`config.mk`:
```
export PLATFORM = sky130hd
export DESIGN_NAME = fir5_sym_mac
export DESIGN_NICKNAME = d
export VERILOG_FILES = /design/src/rtl/fir_pkg.sv /design/src/rtl/sym_preadd.sv /design/src/rtl/fir5_sym_mac.sv
export SDC_FILE = /design/constraint.sdc
export NUM_CORES = 1
export LEC_CHECK = 0
export CORE_ASPECT_RATIO = 0.9
export CORE_UTILIZATION = 41
export CTS_BUF_LIST = sky130_fd_sc_hd__clkbuf_8 sky130_fd_sc_hd__clkbuf_16
export DETAILED_ROUTE_END_ITERATION = 6
export SYNTH_ARGS = -nofsm -noshare
export SYNTH_HDL_FRONTEND = slang
export SYNTH_SLANG_ARGS = --single-unit
```
`constraint.sdc`:
```
create_clock -name clk -period 8.1 [get_ports clk]
set_clock_uncertainty 0.1 [all_clocks]
set_input_delay 1.62 -clock clk [delete_from_list [all_inputs] [get_ports clk]]
set_output_delay 1.62 -clock clk [all_outputs]
set_load 0.005 [all_outputs]
```
`src/rtl/fir_pkg.sv`:
```
// Shared constants, default coefficients and MAC sequencer states for the
// 5-tap symmetric FIR datapath.
package fir_pkg;

  localparam int DATA_W = 10;
  localparam int COEF_W = 8;
  localparam int ACC_W  = DATA_W + COEF_W + 3;

  localparam logic signed [COEF_W-1:0] C0_DEF = 8'sd8;
  localparam logic signed [COEF_W-1:0] C1_DEF = 8'sd24;
  localparam logic signed [COEF_W-1:0] C2_DEF = 8'sd32;

  typedef enum logic [2:0] {
    IDLE,
    MAC0,
    MAC1,
    MAC2,
    DONE
  } macState_e;

endpackage

```
`src/rtl/sym_preadd.sv`:
```
// Combinational pre-adder that folds the symmetric tap pairs into one word each,
// sign-extended by one bit so the pair sums can never wrap.
module sym_preadd #(
  parameter int DATA_W = 10
) (
  input  logic signed [DATA_W-1:0] x0,
  input  logic signed [DATA_W-1:0] x1,
  input  logic signed [DATA_W-1:0] x2,
  input  logic signed [DATA_W-1:0] x3,
  input  logic signed [DATA_W-1:0] x4,
  output logic signed [DATA_W:0]   p0,
  output logic signed [DATA_W:0]   p1,
  output logic signed [DATA_W:0]   p2
);

  localparam int PRE_W = DATA_W + 1;

  // The centre tap is widened too so all three share one multiplier operand width.
  assign p0 = PRE_W'(x0) + PRE_W'(x4);
  assign p1 = PRE_W'(x1) + PRE_W'(x3);
  assign p2 = PRE_W'(x2);

endmodule

```
`src/rtl/fir5_sym_mac.sv`:
```
// Symmetric 5-tap FIR output stage: one tap snapshot in, three sequential MAC
// steps on a single shared multiplier, full-precision result out via valid/ready.
module fir5_sym_mac
  import fir_pkg::*;
#(
  parameter int                        DATA_W = fir_pkg::DATA_W,
  parameter int                        COEF_W = fir_pkg::COEF_W,
  parameter logic signed [COEF_W-1:0]  C0     = fir_pkg::C0_DEF,
  parameter logic signed [COEF_W-1:0]  C1     = fir_pkg::C1_DEF,
  parameter logic signed [COEF_W-1:0]  C2     = fir_pkg::C2_DEF,
  parameter int                        ACC_W  = DATA_W + COEF_W + 3
) (
  input  logic                     clk,
  input  logic                     rst,
  input  logic signed [DATA_W-1:0] x0,
  input  logic signed [DATA_W-1:0] x1,
  input  logic signed [DATA_W-1:0] x2,
  input  logic signed [DATA_W-1:0] x3,
  input  logic signed [DATA_W-1:0] x4,
  input  logic                     in_valid,
  output logic                     in_ready,
  output logic signed [ACC_W-1:0]  y,
  output logic                     out_valid,
  input  logic                     out_ready
);

  localparam int PRE_W  = DATA_W + 1;
  localparam int PROD_W = PRE_W + COEF_W;

  macState_e state_q, state_d;

  logic signed [PRE_W-1:0]  p0_q, p1_q, p2_q;
  logic signed [PRE_W-1:0]  p0_d, p1_d, p2_d;
  logic signed [PRE_W-1:0]  preP0, preP1, preP2;
  logic signed [ACC_W-1:0]  acc_q, acc_d;
  logic signed [ACC_W-1:0]  y_q, y_d;
  logic                     outValid_q, outValid_d;

  logic signed [PRE_W-1:0]  mulPre;
  logic signed [COEF_W-1:0] mulCoef;
  logic signed [PROD_W-1:0] prod;
  logic signed [ACC_W-1:0]  prodExt;
  logic                     accept;

  sym_preadd #(
    .DATA_W (DATA_W)
  ) uPreadd (
    .x0 (x0),
    .x1 (x1),
    .x2 (x2),
    .x3 (x3),
    .x4 (x4),
    .p0 (preP0),
    .p1 (preP1),
    .p2 (preP2)
  );

  assign accept = in_valid & in_ready;

  // Both operands are widened to the full product width before multiplying so
  // the signed product is exact.
  assign prod    = PROD_W'(mulPre) * PROD_W'(mulCoef);
  assign prodExt = ACC_W'(prod);

  always_ff @(posedge clk) begin
    if (rst) begin
      state_q    <= IDLE;
      p0_q       <= '0;
      p1_q       <= '0;
      p2_q       <= '0;
      acc_q      <= '0;
      y_q        <= '0;
      outValid_q <= 1'b0;
    end else begin
      state_q    <= state_d;
      p0_q       <= p0_d;
      p1_q       <= p1_d;
      p2_q       <= p2_d;
      acc_q      <= acc_d;
      y_q        <= y_d;
      outValid_q <= outValid_d;
    end
  end

  always_comb begin
    state_d = state_q;
    case (state_q)
      IDLE:    if (accept) state_d = MAC0;
      MAC0:    state_d = MAC1;
      MAC1:    state_d = MAC2;
      MAC2:    state_d = DONE;
      DONE:    if (out_ready) state_d = in_valid ? MAC0 : IDLE;
      default: state_d = IDLE;
    endcase
  end

  always_comb begin
    in_ready   = (state_q == IDLE) | ((state_q == DONE) & out_ready);
    mulPre     = '0;
    mulCoef    = '0;
    acc_d      = acc_q;
    y_d        = y_q;
    outValid_d = outValid_q;
    p0_d       = p0_q;
    p1_d       = p1_q;
    p2_d       = p2_q;

    if (accept) begin
      p0_d = preP0;
      p1_d = preP1;
      p2_d = preP2;
    end

    case (state_q)
      MAC0: begin
        mulPre  = p0_q;
        mulCoef = C0;
        acc_d   = prodExt;
      end
      MAC1: begin
        mulPre  = p1_q;
        mulCoef = C1;
        acc_d   = acc_q + prodExt;
      end
      MAC2: begin
        mulPre     = p2_q;
        mulCoef    = C2;
        y_d        = acc_q + prodExt;
        outValid_d = 1'b1;
      end
      DONE: if (out_ready) outValid_d = 1'b0;
      default: ;
    endcase
  end

  assign y         = y_q;
  assign out_valid = outValid_q;

endmodule

```
==> impl_summary.log <==
[metrics] number of input and output port buffers inserted: 73
[metrics] FFs w/ async S/R, synth: 0%
[metrics] CP required: 8210 ps
[metrics] HP Class: register to register
[metrics] final number of hold-violating endpoints: 0
[metrics] first-pass GRT wire length: 22.2 mm
[metrics] cell taking the most area after synthesis: dfxtp_1
[metrics] CTS-repair resized insts: 0
[metrics] Longest Clk Path Bufs: 2
[metrics] Crit Path Max Fanout: 23
[metrics] DRC errors left: 0
[metrics] sum of routed wire length over all layers: 12.9 mm
[metrics] overall die height: 113 µm
[metrics] number of rows created at floorplan: 40
[metrics] run status: finished clean
[metrics] GR peak layer: met2
[metrics] Root Driver: clkbuf_16
[metrics] area enclosed by the die boundary: 14100 µm²
[metrics] core region area: 13300 µm²
[metrics] clock transition at the registers of the reported paths: 60 ps
[metrics] synth-to-layout area growth: 20.7%
[metrics] crit path time final: 6130 ps
[metrics] reported leakage power: 3.17 nW
[metrics] Peak Freq: 0.163 GHz
[metrics] number of hold buffers added after cts: 0
[metrics] GR Util All Layers: 19.6%
[metrics] effective utilization at floorplan: 42.1%
[metrics] initial antenna violation count: 0
[metrics] category of the most critical setup path: register to register
[metrics] CTS tree: built
[metrics] arrival time of data at the critical path endpoint: 6230 ps
[metrics] number of optimization iterations in the first detailed-route pass: 7
[metrics] WHS: 352 ps
[metrics] total negative setup slack: 0 ps
[metrics] number of setup buffers added after CTS: 0
[metrics] HPWL Detailed: 10.0 mm
[metrics] worst relative slew slack: 35.3%
[metrics] vias: 4908
[metrics] most common cell in the netlist: nand2_1
[metrics] warnings from Yosys: 0
[metrics] number of max-cap violations: 0
[metrics] number of diodes added for antenna fixing: 0
[metrics] depth of the CTS H-tree: 3
[metrics] number of nets still failing antenna checks after routing: 0
[metrics] routed length per placed instance: 13.9 µm
[metrics] number of flops mapped to enable cells by yosys: 0
[metrics] Tcrit/Tclk final: 75.6%
[metrics] most instantiated cells after synthesis: 104 x nand2_1, 85 x ha_1, 77 x a21oi_1
[metrics] main area contributors after synthesis: dfxtp_1 26%, ha_1 19%, nand2_1 7.0%
[metrics] part of the Yosys area used for sequential elements: 25.7%
[metrics] Initial DRC Count: 238
[metrics] die width: 125 µm
[metrics] share of post-route cells with drive strength above 1: 4.48%
[metrics] power per standard cell area: 153 nW/µm²
[metrics] fraction of the core area covered by cells at the end of the flow: 50.8%
[metrics] critical path capture point type: register
[metrics] clock sinks: 72
[metrics] Distinct cells, synth: 53
[metrics] met2 capacity usage during global routing: 33.9%
[metrics] share of the synthesized area in the top cell type: 25.7%
[metrics] GP Congestion: 0.860
[metrics] total grt overflow: 0
[metrics] actual slew at the worst max-slew pin: 968 ps
[metrics] global routing usage on met1: 24.2%
[metrics] Inserted Clock Buffers: 9
[metrics] critical path launch point type: register
[metrics] total design power: 0.00104 W
[metrics] RSZ-0062 raised after global routing: false
[metrics] Total Nets Final: 907
[metrics] met3 GRT Util: 4.02%
[metrics] Skew-Pair Late Insertion Delay: 350 ps
[metrics] number of synthesized register bits: 72
[metrics] total standard cell area after synthesis: 5600 µm²
[metrics] Main synth FF type: dfxtp_1
[metrics] Peak VDD IR: 98.7 µV
[metrics] number of global-route vias before repair: 4930
[metrics] IO Count: 77
[metrics] final setup violation count: 0
[metrics] Avg Vias per Cell: 5.29
[metrics] number of max-slew violations in the final report: 0
[metrics] number of instances in the synthesized netlist: 694
[metrics] synthesized area divided by synthesized cell count: 8.07 µm²
[metrics] pin count of the biggest net entering global routing: 74
-- final cells by class --
| cell class | instances | area [µm²] |
|---|---|---|
| Sequential cell | 72 | 1440 |
| Timing Repair Buffer | 80 | 778 |
| Inverter | 57 | 214 |
| Clock buffer | 10 | 239 |
| Tap cell | 168 | 210 |
| Clock inverter | 6 | 60.1 |
| Multi-Input combinational cell | 534 | 3820 |
| Fill cell | 1325 | 6550 |
-- cell families after synthesis --
| family | share of synthesized area, % |
|---|---|
| AOI/OAI and AO/OA | 19.6 |
| muxes | 0.179 |
| buffers and inverters | 6.23 |
| DFF | 25.7 |
| other | 0.0670 |
| xor gates and xnor gates | 5.92 |
| adders and majority gates | 24.0 |
| and+or+nand+nor | 18.2 |
-- flip-flops by register name (all words and copies together), names as in the netlist --
register   flops
acc_q         18
out_valid      1
p0_q          11
p1_q          11
p2_q          10
state_q        3
y             18
-- worst max-delay path, cell delays in order (launching register included) --
cell	delay (ps)
dfxtp_1	300
buf_4	200
nor2b_1	400
nor2b_1	180
buf_4	290
a21oi_1	130
fa_1	480
inv_1	40
ha_1	280
ha_1	290
ha_1	220
fa_1	410
a21oi_2	210
o22ai_1	130
o41a_1	390
a31oi_4	230
xnor2_2	160
ha_1	240
or2_2	280
a211oi_1	270
o21a_1	230
xor2_1	240
o311a_1	190
a21oi_2	60
-- power by group --
part | switching (W) | internal [W]
sequential | 0.0000171 | 0.000379
combinational | 0.000134 | 0.000110
clock | 0.000153 | 0.000245
total | 0.000304 | 0.000733
-- through the flow --
step	area, µm²	worst slack [ps]	cells
2_1_floorplan	5610	2180	696
3_3_place_gp	6460	2190	911
3_5_place_dp	6460	2010	911
4_1_cts	6760	2000	927
5_1_grt	6760	1480	927
6_report	6760	1970	927
-- cells in the final DEF, fill, tap and decap left out, drive strengths merged, types with 13 or more instances in the layout --
cell           netlist  routed
a21o                13      13
a21oi               79      79
and3                14      14
clkdlybuf4s50        0      72
dfxtp               72      72
fa                  14      14
ha                  85      85
inv                 57      58
nand2              104     104
nor2                41      41
nor3                16      16
o21ai               15      15
xnor2               19      19
xor2                18      18
-- path summary, 6_finish.rpt --
path,startpoint,endpoint,slack (ps),cells after the start
worst max-delay path,state_q[0],acc_q[20],1970,23
worst min-delay path,y[16],y[16],350,2
worst max register to register,state_q[0],acc_q[20],1970,23
worst min register to register,y[16],y[16],350,2
-- routing by layer --
| layer | up-vias | wire (µm) |
|---|---|---|
| met4 | 0 | 250 |
| met5 | - | 0 |
| met2 | 101 | 5870 |
| met1 | 2291 | 6250 |
| li1 | 2495 | - |
| met3 | 21 | 542 |
Note: power is estimated with default switching activity, not from simulation.
